[src/rtl/instr_encoder_loader_pkg.sv]
// Processor ISA package: opcodes, R-type func range, field bit positions and
// instruction formats. Shared by the control decoder and the encoder/loader.
package instr_encoder_loader_pkg;

    // Opcodes live in bits [31:27]
    localparam logic [4:0] OP_RTYPE = 5'b00000;
    localparam logic [4:0] OP_J     = 5'b00001;
    localparam logic [4:0] OP_BNE   = 5'b00010;
    localparam logic [4:0] OP_JAL   = 5'b00011;
    localparam logic [4:0] OP_JR    = 5'b00100;
    localparam logic [4:0] OP_ADDI  = 5'b00101;
    localparam logic [4:0] OP_BLT   = 5'b00110;
    localparam logic [4:0] OP_SW    = 5'b00111;
    localparam logic [4:0] OP_LW    = 5'b01000;
    localparam logic [4:0] OP_SETX  = 5'b10101;
    localparam logic [4:0] OP_BEX   = 5'b10110;

    // R-type ALU ops 00000..00111 are defined; anything above is reserved
    localparam logic [4:0] FUNC_LAST_LEGAL = 5'b00111;

    // Least-significant bit of each field in the 32-bit word
    localparam int OP_LSB    = 27;
    localparam int RD_LSB    = 22;
    localparam int RS_LSB    = 17;
    localparam int RT_LSB    = 12;
    localparam int SHAMT_LSB = 7;
    localparam int FUNC_LSB  = 2;

    typedef enum logic [2:0] {
        FMT_R,
        FMT_I,
        FMT_JI,
        FMT_JII,
        FMT_ILLEGAL
    } fmt_e;

endpackage

[src/rtl/instr_encoder_loader_packer.sv]
// Combinational field packer: decoded fields -> 32-bit instruction word.
// Also usable stand-alone as a golden encoder by assembler benches.
module instr_field_packer
    import instr_encoder_loader_pkg::*;
(
    input  logic [4:0]  opcode,
    input  logic [4:0]  func,
    input  logic [4:0]  rd,
    input  logic [4:0]  rs,
    input  logic [4:0]  rt,
    input  logic [4:0]  shamt,
    input  logic [16:0] imm,
    input  logic [26:0] target,
    output logic [31:0] word,
    output fmt_e        fmt,
    output logic        illegal
);

    // Select the format from the opcode and place only the fields it uses
    always_comb begin
        word    = 32'd0;
        fmt     = FMT_ILLEGAL;
        illegal = 1'b1;
        case (opcode)
            OP_RTYPE: begin
                if (func <= FUNC_LAST_LEGAL) begin
                    fmt     = FMT_R;
                    illegal = 1'b0;
                    word    = (32'(opcode) << OP_LSB) | (32'(rd) << RD_LSB)
                            | (32'(rs) << RS_LSB) | (32'(rt) << RT_LSB)
                            | (32'(shamt) << SHAMT_LSB) | (32'(func) << FUNC_LSB);
                end
            end
            OP_ADDI, OP_SW, OP_LW, OP_BNE, OP_BLT: begin
                fmt     = FMT_I;
                illegal = 1'b0;
                word    = (32'(opcode) << OP_LSB) | (32'(rd) << RD_LSB)
                        | (32'(rs) << RS_LSB) | 32'(imm);
            end
            OP_J, OP_JAL, OP_SETX, OP_BEX: begin
                fmt     = FMT_JI;
                illegal = 1'b0;
                word    = (32'(opcode) << OP_LSB) | 32'(target);
            end
            OP_JR: begin
                fmt     = FMT_JII;
                illegal = 1'b0;
                word    = (32'(opcode) << OP_LSB) | (32'(rd) << RD_LSB);
            end
            default: begin
            end
        endcase
    end

endmodule

[src/rtl/instr_encoder_loader.sv]
// Instruction encoder/loader: accepts field bundles, packs them and writes the
// words to instruction memory at consecutive addresses with a we/ack handshake.
module instr_encoder_loader
    import instr_encoder_loader_pkg::*;
#(
    parameter int unsigned ADDR_W    = 12,
    parameter int unsigned BASE_ADDR = 0,
    parameter int unsigned DEPTH     = 4096
) (
    input  logic              clock,
    input  logic              reset,
    input  logic              start,
    input  logic              in_valid,
    output logic              in_ready,
    input  logic [4:0]        in_opcode,
    input  logic [4:0]        in_func,
    input  logic [4:0]        in_rd,
    input  logic [4:0]        in_rs,
    input  logic [4:0]        in_rt,
    input  logic [4:0]        in_shamt,
    input  logic [16:0]       in_imm,
    input  logic [26:0]       in_target,
    input  logic              in_last,
    output logic              imem_we,
    output logic [ADDR_W-1:0] imem_addr,
    output logic [31:0]       imem_data,
    input  logic              imem_ack,
    output logic              done,
    output logic              err_illegal,
    output logic              err_full,
    output logic [ADDR_W:0]   count
);

    localparam logic [ADDR_W-1:0] BASE_C  = ADDR_W'(BASE_ADDR);
    localparam logic [ADDR_W:0]   DEPTH_C = (ADDR_W + 1)'(DEPTH);

    typedef enum logic [2:0] {S_IDLE, S_ACCEPT, S_WRITE, S_DONE, S_ERROR} state_e;

    state_e            state_q, state_d;
    logic              in_ready_q, in_ready_d;
    logic              we_q, we_d;
    logic [ADDR_W-1:0] addr_q, addr_d;
    logic [31:0]       data_q, data_d;
    logic              last_q, last_d;
    logic              done_q, done_d;
    logic              err_ill_q, err_ill_d;
    logic              err_full_q, err_full_d;
    logic [ADDR_W:0]   count_q, count_d;

    logic [31:0] pk_word;
    fmt_e        pk_fmt;
    logic        pk_illegal;
    logic        bundle_bad;

    instr_field_packer u_packer (
        .opcode  (in_opcode),
        .func    (in_func),
        .rd      (in_rd),
        .rs      (in_rs),
        .rt      (in_rt),
        .shamt   (in_shamt),
        .imm     (in_imm),
        .target  (in_target),
        .word    (pk_word),
        .fmt     (pk_fmt),
        .illegal (pk_illegal)
    );

    // Either view of the packer result marks a bundle unusable; they agree by construction
    assign bundle_bad = pk_illegal | (pk_fmt == FMT_ILLEGAL);

    // Next-state and next-output logic for the load session
    always_comb begin
        state_d    = state_q;
        we_d       = we_q;
        addr_d     = addr_q;
        data_d     = data_q;
        last_d     = last_q;
        done_d     = done_q;
        err_ill_d  = err_ill_q;
        err_full_d = err_full_q;
        count_d    = count_q;
        case (state_q)
            S_IDLE, S_DONE, S_ERROR: begin
                if (start) begin
                    state_d    = S_ACCEPT;
                    done_d     = 1'b0;
                    err_ill_d  = 1'b0;
                    err_full_d = 1'b0;
                    count_d    = '0;
                    addr_d     = BASE_C;
                end
            end
            S_ACCEPT: begin
                if (in_valid && in_ready_q) begin
                    if (bundle_bad) begin
                        err_ill_d = 1'b1;
                        state_d   = S_ERROR;
                    end else if (count_q == DEPTH_C) begin
                        err_full_d = 1'b1;
                        state_d    = S_ERROR;
                    end else begin
                        data_d  = pk_word;
                        last_d  = in_last;
                        we_d    = 1'b1;
                        state_d = S_WRITE;
                    end
                end
            end
            S_WRITE: begin
                // Address, data and request stay frozen until memory acknowledges
                if (imem_ack) begin
                    we_d    = 1'b0;
                    count_d = count_q + 1'b1;
                    addr_d  = addr_q + 1'b1;
                    done_d  = last_q;
                    state_d = last_q ? S_DONE : S_ACCEPT;
                end
            end
            default: state_d = S_IDLE;
        endcase
        in_ready_d = (state_d == S_ACCEPT);
    end

    // State and registered outputs; reset wins over any in-flight write
    always_ff @(posedge clock) begin
        if (reset) begin
            state_q    <= S_IDLE;
            in_ready_q <= 1'b0;
            we_q       <= 1'b0;
            addr_q     <= BASE_C;
            data_q     <= 32'd0;
            last_q     <= 1'b0;
            done_q     <= 1'b0;
            err_ill_q  <= 1'b0;
            err_full_q <= 1'b0;
            count_q    <= '0;
        end else begin
            state_q    <= state_d;
            in_ready_q <= in_ready_d;
            we_q       <= we_d;
            addr_q     <= addr_d;
            data_q     <= data_d;
            last_q     <= last_d;
            done_q     <= done_d;
            err_ill_q  <= err_ill_d;
            err_full_q <= err_full_d;
            count_q    <= count_d;
        end
    end

    assign in_ready    = in_ready_q;
    assign imem_we     = we_q;
    assign imem_addr   = addr_q;
    assign imem_data   = data_q;
    assign done        = done_q;
    assign err_illegal = err_ill_q;
    assign err_full    = err_full_q;
    assign count       = count_q;

endmodule

[config.mk]
export PLATFORM = sky130hd
export DESIGN_NAME = instr_encoder_loader
export DESIGN_NICKNAME = d
export VERILOG_FILES = /design/src/rtl/instr_encoder_loader_pkg.sv /design/src/rtl/instr_encoder_loader_packer.sv /design/src/rtl/instr_encoder_loader.sv
export SDC_FILE = /design/constraint.sdc
export NUM_CORES = 1
export LEC_CHECK = 0
export CORE_ASPECT_RATIO = 1.75
export CORE_UTILIZATION = 45
export CTS_CLUSTER_DIAMETER = 80
export DETAILED_ROUTE_END_ITERATION = 10
export MAX_ROUTING_LAYER = met4
export PLACE_DENSITY_LB_ADDON = 0.3
export SYNTH_ARGS = -nofsm -noshare
export SYNTH_HDL_FRONTEND = slang
export SYNTH_SLANG_ARGS = --single-unit
[constraint.sdc]
create_clock -name clock -period 3.2 [get_ports clock]
set_input_delay 0.32 -clock clock [delete_from_list [all_inputs] [get_ports clock]]
set_output_delay 0.32 -clock clock [all_outputs]
set_load 0.05 [all_outputs]
## Word-level counts from Yosys, hierarchy flattened

Cells that the tools add are included.

| cells by class | value |
|---|---|
| add/subtract/negate cells | 2 |
| magnitude comparators | 1 |
| eq/ne operators | 24 |
| multiplexer cells | 34 |
| bitwise gates (word level) | 10 |
| reduce and logical (&&, ||, !) cells | 15 |

Operator list:

| operator | count |
|---|---|
| $pmux 32 s4 | 1 |
| $or 32x17->32 | 2 |
| $or 32x27->32 | 2 |
| $mux 32 | 1 |
| $or 32x12->32 | 1 |
| $or 32x22->32 | 1 |
| $or 32x7->32 | 1 |
| $mux 13 | 2 |
| $pmux 13 s2 | 1 |
| $mux 12 | 2 |
| $pmux 12 s2 | 1 |
| $eq 5x3->1 const B | 4 |
| $mux 3 | 6 |
| $ne 2x2->1 const B | 7 |
| $add 13x1->13 const B | 1 |
| $eq 13x13->1 const B | 1 |
| $add 12x1->12 const B | 1 |
| $mux 1 | 12 |
| $pmux 3 s4 | 1 |
| $eq 5x2->1 const B | 2 |
| $eq 5x5->1 const B | 2 |
| $pmux 1 s2 | 5 |
| $reduce_and 5->1 | 2 |
| $reduce_or 10->1 | 1 |
| 19 further kinds | 26 |

| storage, ports and cells | value |
|---|---|
| register bits after elaboration | 66 |
| input port bits | 80 |
| output and inout bits | 62 |
| word-level logic and storage cells | 96 |

## Logic depth before layout (Yosys ltp)

Gate-level depths: netlist of run 1.

| logic depth | value |
|---|---|
| word-level depth | 9 |
| depth in mapped cells | 9 |
| mapped depth without buffers | 7 |

## Cells and area by module

A second synthesis of run 1 with hierarchy kept.

| second synthesis, totals | value |
|---|---|
| cell total of the unflattened synthesis | 496 |
| area total of the unflattened synthesis | 3890.0 um^2 |

By module, submodules not included:

| module | times used | cells each | area each (um^2) | sequential area each (um^2) |
|---|---|---|---|---|
| instr_encoder_loader | 1 | 356 | 3029.2 | 1321.3 |
| instr_field_packer | 1 | 140 | 860.8 | 0.0 |

## Least setup slack after synthesis of run 1

OpenSTA, ideal clock, no wires.

| timing | value |
|---|---|
| kind | flip-flop to flip-flop |
| start | register count_q[0] (netlist: count[0]) |
| end | register data_q[25] (netlist: imem_data[25]) |
| setup time | 0.136 ns |
| data arrival time | 1.916 ns |
| data required time | 3.064 ns |
| path slack | 1.148 ns |
| cell stages (with the launch flop) | 9 |
| path buffers | 1 |
| clock period less this slack | 2.052 ns |
| cells stage by stage | dfxtp_1 inv_1 ha_1 nor4b_1 nand3_1 nand4_1 clkbuf_1 a221oi_1 nor3_1 |

| between the ends | value |
|---|---|
| longest elaborated chain between the ends | 3 |

RTL lines:

| what | line | source |
|---|---|---|
| start: declaration | instr_encoder_loader.sv:48 | `logic [ADDR_W:0] count_q, count_d;` |
| start signal: assignment | instr_encoder_loader.sv:148 | `count_q <= count_d;` |
| $eq 13x13->1 | instr_encoder_loader.sv:99 | `end else if (count_q == DEPTH_C) begin` |
| $not 1->1 (no source line) | - |  |
| $reduce_and 4->1 (no source line) | - |  |
| end signal: assignment | instr_encoder_loader.sv:143 | `data_q <= data_d;` |
| end: declaration | instr_encoder_loader.sv:43 | `logic [31:0] data_q, data_d;` |

No other way between the ends.
A chain may end at the register's enable or synchronous reset.

## Worst setup path in the final report of run 1

| timing | value |
|---|---|
| start | input port in_opcode[2] |
| end | register data_q[6] (netlist: imem_data[6]) |

| between the ends | value |
|---|---|
| longest elaborated chain between the ends | 7 |
| elaborated cells between the ends (all ways) | 21 |
| those cells by class | eq/ne: 11; mux: 3; bitwise: 2; reduce/logical: 5 |

RTL lines:

| what | line | source |
|---|---|---|
| start: declaration | instr_encoder_loader.sv:15 | `input logic [4:0] in_opcode,` |
| $eq 5x3->1 (tied with other cells) | instr_encoder_loader_packer.sv:24 | `case (opcode)` |
| $reduce_or 5->1 or $reduce_or 4->1 (tied branches) | - |  |
| $pmux 3 s4 | instr_encoder_loader_packer.sv:24 |  |
| $eq 3x3->1 | instr_encoder_loader.sv:70 | `assign bundle_bad = pk_illegal \| (pk_fmt == FMT_ILLEGAL);` |
| $or 1x1->1 | instr_encoder_loader.sv:70 |  |
| $not 1->1 (no source line) | - |  |
| $reduce_and 4->1 (no source line) | - |  |

Several ways; a longest one is shown, not always the timed one.

==> results of run 1 <==
-- cell usage in the layout (no fill, tap or decap), types with 3 or more instances in the layout --
| cell | n |
|---|---|
| nand4_1 | 9 |
| nor3_1 | 23 |
| nand3_1 | 13 |
| mux2_2 | 3 |
| o21a_1 | 3 |
| nor4_1 | 5 |
| o21ai_0 | 5 |
| buf_4 | 5 |
| a21oi_1 | 20 |
| inv_1 | 6 |
| xnor2_1 | 7 |
| nand2b_1 | 3 |
| a211oi_1 | 6 |
| dfxtp_1 | 66 |
| a221oi_1 | 14 |
| nand2_1 | 30 |
| clkbuf_16 | 9 |
| clkdlybuf4s50_1 | 140 |
| a211oi_2 | 10 |
| ha_1 | 3 |
| nor2_1 | 61 |
| a222oi_1 | 13 |
| clkbuf_8 | 3 |
| xor2_1 | 6 |
-- report_power, final --
part	internal, mW	switching [mW]	leakage [nW]
Combinational	0.132	0.130	0.981
Clock	0.661	0.339	0.152
Sequential	0.832	0.00807	0.532
-- cell families (layout without fill, tap and decap cells) --
kind of cell / Yosys count / count (layout)
and+or+nand+nor: 165 / 165
adders and majority gates: 3 / 3
buffers and inverters: 33 / 168
AOI/OAI and AO/OA: 87 / 87
muxes: 4 / 4
xor gates and xnor gates: 13 / 13
DFF: 66 / 66
-- critical path, delay by kind of cell --
family                 cells  cell delay, ns
buffers and inverters      2            0.88
AO/OA/AOI/OAI              3            0.93
AND/OR/NAND/NOR            2            0.36
-- metal layers --
layer	vias up	share of wire
met3	20	0.081
met1	1562	0.39
met2	139	0.51
li1	1630	-
met4	0	0.023
met5	-	0
-- worst max-delay path by stage --
stage / from / to / slack, ns / cells after the start
6_report: in_opcode[2] / imem_data[6]$_SDFFE_PP0P_ / 0.89 / 7
5_1_grt: in_opcode[2] / imem_data[22]$_SDFFE_PP0P_ / 0.67 / 7
4_1_cts: in_opcode[2] / imem_data[6]$_SDFFE_PP0P_ / 0.85 / 7
3_5_place_dp: in_opcode[2] / imem_data[6]$_SDFFE_PP0P_ / 0.53 / 7
3_3_place_gp: in_opcode[2] / imem_data[25]$_SDFFE_PP0P_ / 0.55 / 7
2_1_floorplan: count[0]$_SDFFE_PP0P_ / imem_data[25]$_SDFFE_PP0P_ / 1.15 / 8
-- flip-flops by register name, indices dropped and copies added, names as in the netlist --
| signal | flops |
|---|---|
| count | 13 |
| last_q | 1 |
| imem_we | 1 |
| in_ready | 1 |
| err_illegal | 1 |
| state_q | 3 |
| err_full | 1 |
| imem_addr | 12 |
| done | 1 |
| imem_data | 32 |
-- per-stage QoR --
| stage | util | cells |
|---|---|---|
| 2_1_floorplan | - | 371 |
| 3_3_place_gp | 0.670 | 575 |
| 3_5_place_dp | 0.670 | 575 |
| 4_1_cts | 0.715 | 590 |
| 5_1_grt | 0.715 | 590 |
| 6_report | 0.715 | 590 |
-- cell type report --
cell class | instances | area [µm²] | area share
Tap cell | 84 | 105 | 0.0213
Clock buffer | 13 | 270 | 0.0548
Sequential cell | 66 | 1320 | 0.268
Multi-Input combinational cell | 272 | 1720 | 0.348
Inverter | 6 | 22.5 | 0.00456
Clock inverter | 2 | 35.0 | 0.00710
Timing Repair Buffer | 147 | 1460 | 0.297
==> impl_metrics.toml, run 1 <==
[place]
dp_hpwl_um = 7060
place.port_buffers = 141
placed_cell_area_mm2 = 0.00463
detailedPlace.worstSlack_ns = 0.530
gp_routability_congestion = 0.825

[sta]
setup_tns_ns = 0
hold_viol_final = 0
skew_ns = 0.00345
max_freq_ghz = 0.433
slew_headroom = 0.349
slew_viol_final = 0
hold_ws_ns = 0.457
fin_ws_ns = 0.891
min_period_over_period = 0.722
period_needed_ns = 2.31
worst_slew_pin_slew_ns = 0.976
setup_viol = 0
rsz0062_at_grt = "no"

[synthesis]
synth_compound_area_frac = 0.224
synth_nets = 454
synth_edf_count = 0
synth_xor_area_frac = 0.0354
ys_seq_area_frac = 0.411
ys_ff_latch = 66
yosys.area.top_type_share = 0.411
synth_top_cells_by_count = "dfxtp_1, nor2_1, nand2_1"
synthMostInstantiatedCell = "dfxtp_1"
synth_area_per_cell_um2 = 8.67
synthMuxAreaShare = 0.0136
synthArstFlopShare = 0
yosysTopAreaCell = "dfxtp_1"
synth_cell_type_count = 51
syn-instance-count = 371
synth_fa_ha_area_frac = 0.0117
synth_area_mm2 = 0.00322
synthTopCellsByArea = "dfxtp_1, nor2_1, a222oi_1"
yosys_warnings = 0
synth_simple_gate_area_share = 0.249
synth_flop_cell = "dfxtp_1"
synth_top_family_by_area = "simple AND/OR/NAND/NOR gates"

[worst_hold_path]
holdPathStages = 2
hp-start = "imem_data[29]$_SDFFE_PP0P_"
min_path_type = "flip-flop to flip-flop"
min_to = "imem_data[29]$_SDFFE_PP0P_"

[cts]
post_cts_resized = 0
cts_max_level = 3
ctsHoldBuffers = 0
clk-insertion-delay-late_ns = 0.33
cts-root-buf = "clkbuf_16"
cts_buffers = 9
cts_setup_buffers = 0
cts.sink_count = 66
clk_pin_slew_ns = 0.05
cts_buffer_depth = 2
cts_tree = "yes"

[global_route]
groute.layer.met1.usage = 0.275
grt_pass1_wl_um = 15300
grt_pass1_vias = 3252
grt_use_met2 = 0.485
grt_antenna_before_repair = 0
top_usage_layer = "met2"
grt_usage = 0.276
grt_max_degree = 53
gr-usage-met3 = 0.0780
gr-total-overflow = 0

[floorplan]
die-area_mm2 = 0.00750
fp.dieH_um = 114
io_pins = 142
rows = 40
design.core.area_mm2 = 0.00691
die_w_um = 65.9
start_util = 0.466

[final_layout]
fillers = 566
area_growth_pct = 53.4
design_area_mm2 = 0.00494
drive_above_1_share = 0.0889
antenna_cells = 0
nets = 585

[routing]
drt_first_pass_iters = 5
wl_per_cell_um = 16.8
vias_per_cell = 5.68
routed_wl_um = 9910
vias = 3351
drc = 0
postRouteAntennaNets = 0
drt_iter0_markers = 196

[pwr]
p_leak_nw = 1.67
peakVddDrop_uv = 297
power_density_mw_per_mm2 = 426
power_mw = 2.10

[setup_path]
criticalPathCategory = "input port to flip-flop"
worst_ep_required_time_ns = 3.38
cp-end-kind = "flip-flop"
crit_slowest_cell = "clkdlybuf4s50_1"
crit_fanout = 19
worstPathCellList = "clkdlybuf4s50_1, o31a_1, a21oi_2, nand4_1, buf_4, a221oi_1, nor3_1"
worstPathArrival_ns = 2.49
ff2ff_path_depth = 4
cp-start-kind = "input port"
reg2reg_to = "err_illegal$_SDFFE_PP0P_"
r2r-start = "state_q[1]$_SDFF_PP0_"
rrSetupSlack_ns = 1.07
cp_slowest_stage_delay_ns = 0.58

[status]
status = "completed"

[job]
cap_violations = 0
No activity file was read; power rests on OpenSTA's default activity.
==> inputs of run 2 (changes only) <==
--- a/config.mk
+++ b/config.mk
@@ -6,7 +6,7 @@
 export NUM_CORES = 1
 export LEC_CHECK = 0
 export CORE_ASPECT_RATIO = 1.75
-export CORE_UTILIZATION = 45
+export CORE_UTILIZATION = 38
 export CTS_CLUSTER_DIAMETER = 80
 export DETAILED_ROUTE_END_ITERATION = 10
 export MAX_ROUTING_LAYER = met4
==> constraint.sdc (replaced) <==
create_clock -name clock -period 2.1 [get_ports clock]
set_input_delay 0.21 -clock clock [delete_from_list [all_inputs] [get_ports clock]]
set_output_delay 0.21 -clock clock [all_outputs]
set_load 0.05 [all_outputs]
==> impl_metrics.toml, run 2 (synthesized netlist as in run 1, its figures left out) <==
[pwr]
seqPwrFrac = 0.408
p_leak_nw = 1.78
power_frac_comb = 0.143
clkPwrFrac = 0.449
peakVddDrop_uv = 541
power.switching_mw = 0.766
p_int_mw = 2.36
power_density_mw_per_mm2 = 609
swShare = 0.245

[worst_hold_path]
holdPathStages = 3
min_to = "count[12]$_SDFFE_PP0P_"
hp-start = "reset"
min_path_type = "input port to flip-flop"

[routing]
postRouteAntennaNets = 0
drc = 0
drt_iter0_markers = 233
routed_wl_um = 10400
vias_per_cell = 5.58
vias = 3479
drt_first_pass_iters = 5
wl_per_cell_um = 16.6

[setup_path]
criticalPathCategory = "input port to flip-flop"
cp-start-kind = "input port"
crit_fanout = 17
worstPathArrival_ns = 2.18
ff2ff_path_depth = 8
worst_ep_required_time_ns = 2.29
cp-end-kind = "flip-flop"
rrSetupSlack_ns = 0.15
r2r-start = "count[0]$_SDFFE_PP0P_"
reg2reg_to = "imem_data[8]$_SDFFE_PP0P_"

[global_route]
grt_pass1_wl_um = 15900
grt_use_met2 = 0.461
gr-total-overflow = 0
grt_usage = 0.241
top_usage_layer = "met2"
gr-usage-met3 = 0.0574
grt_max_degree = 53
grt_pass1_vias = 3361
grt_antenna_before_repair = 0
groute.layer.met1.usage = 0.235

[sta]
period_needed_ns = 1.99
min_period_over_period = 0.949
fin_ws_ns = 0.108
slew_headroom = 0.571
worst_slew_pin_slew_ns = 0.644
rsz0062_at_grt = "no"
setup_viol = 0
max_freq_ghz = 0.502
slew_viol_final = 0
skew_ns = 0.00606
setup_tns_ns = 0
hold_viol_final = 0

[cts]
clk_pin_slew_ns = 0.06
cts_buffer_depth = 2
cts_max_level = 3
cts-root-buf = "clkbuf_16"
ctsHoldBuffers = 0
cts.sink_count = 66
clk-insertion-delay-late_ns = 0.33
cts_tree = "yes"
cts_buffers = 9

[floorplan]
fp.dieH_um = 124
die-area_mm2 = 0.00885
die_w_um = 71.6
rows = 44
design.core.area_mm2 = 0.00826
start_util = 0.390
io_pins = 142

[place]
gp_routability_congestion = 0.842
dpl.cell_count = 606
detailedPlace.worstSlack_ns = -0.356
dp_hpwl_um = 7530
place.port_buffers = 141

[final_layout]
final_cells = 623
drive_above_1_share = 0.132
final_cell_mix = "clkdlybuf4s50_1, dfxtp_1, nor2_1"
largest_reg_flops = 32
antenna_cells = 0
area_growth_pct = 59.8
utilization = 0.623
final_common_cell = "clkdlybuf4s50_1"
nets = 609
fillers = 739

[job]
cap_violations = 0

[status]
status = "completed"
run 2: layer usage:
layer / vias up / wire length (µm)
met5: - / 0
met4: 0 / 142
met3: 13 / 706
met2: 133 / 5630
met1: 1653 / 3880
li1: 1680 / -
run 2: worst max-delay path: stages:
cell and delay [ns]:
clkdlybuf4s50_1 0.51, buf_4 0.16, mux2i_1 0.29, a211oi_4 0.12, buf_12 0.16, or2_2 0.34, a221oi_1 0.30, nor3_1 0.08
run 2: worst max path at each step:
stage                     startpoint                    endpoint  cells after the start
3_3_place_gp            in_opcode[2]  imem_data[26]$_SDFFE_PP0P_                      6
3_5_place_dp            in_opcode[2]  imem_data[24]$_SDFFE_PP0P_                      6
5_1_grt                 in_opcode[0]  imem_data[17]$_SDFFE_PP0P_                      8
6_report                in_opcode[0]  imem_data[17]$_SDFFE_PP0P_                      8
4_1_cts                 in_opcode[0]  imem_data[17]$_SDFFE_PP0P_                      8
2_1_floorplan  count[0]$_SDFFE_PP0P_  imem_data[25]$_SDFFE_PP0P_                      8
run 2: final cells by class:
cell class | count | area [µm²] | area share
clock buffers | 12 | 256 | 0.0499
clock inverters | 4 | 26.3 | 0.00511
inverters | 6 | 22.5 | 0.00438
multi-input cells | 272 | 1720 | 0.334
flip-flops and latches | 66 | 1320 | 0.257
well taps | 92 | 115 | 0.0224
repair buffers | 171 | 1680 | 0.327
run 2: repair_timing:
| action | in CTS | in global routing |
|---|---|---|
| endpoints found under the setup margin | 3 | 0 |
| setup buffers | 1 | 0 |
| resized for setup | 0 | 0 |
run 2: per-stage QoR:
stage                     cell area [µm²]  power, mW  hold slack [ns]
after floorplan                      3220       1.50            0.346
after global placement               4840       1.74            0.439
after detailed placement             4840       1.74            0.444
after CTS                            5140       3.16            0.352
after global routing                 5140       3.25            0.382
final                                5140       3.13            0.363
run 2: power by group through the flow:
stage	Sequential (mW)	Clock [mW]	Combinational (mW)
after CTS	1.28	1.44	0.448
after global routing	1.28	1.50	0.475
after global placement	1.30	0	0.433
after detailed placement	1.30	0	0.440
final	1.28	1.41	0.447
after floorplan	1.34	0	0.157
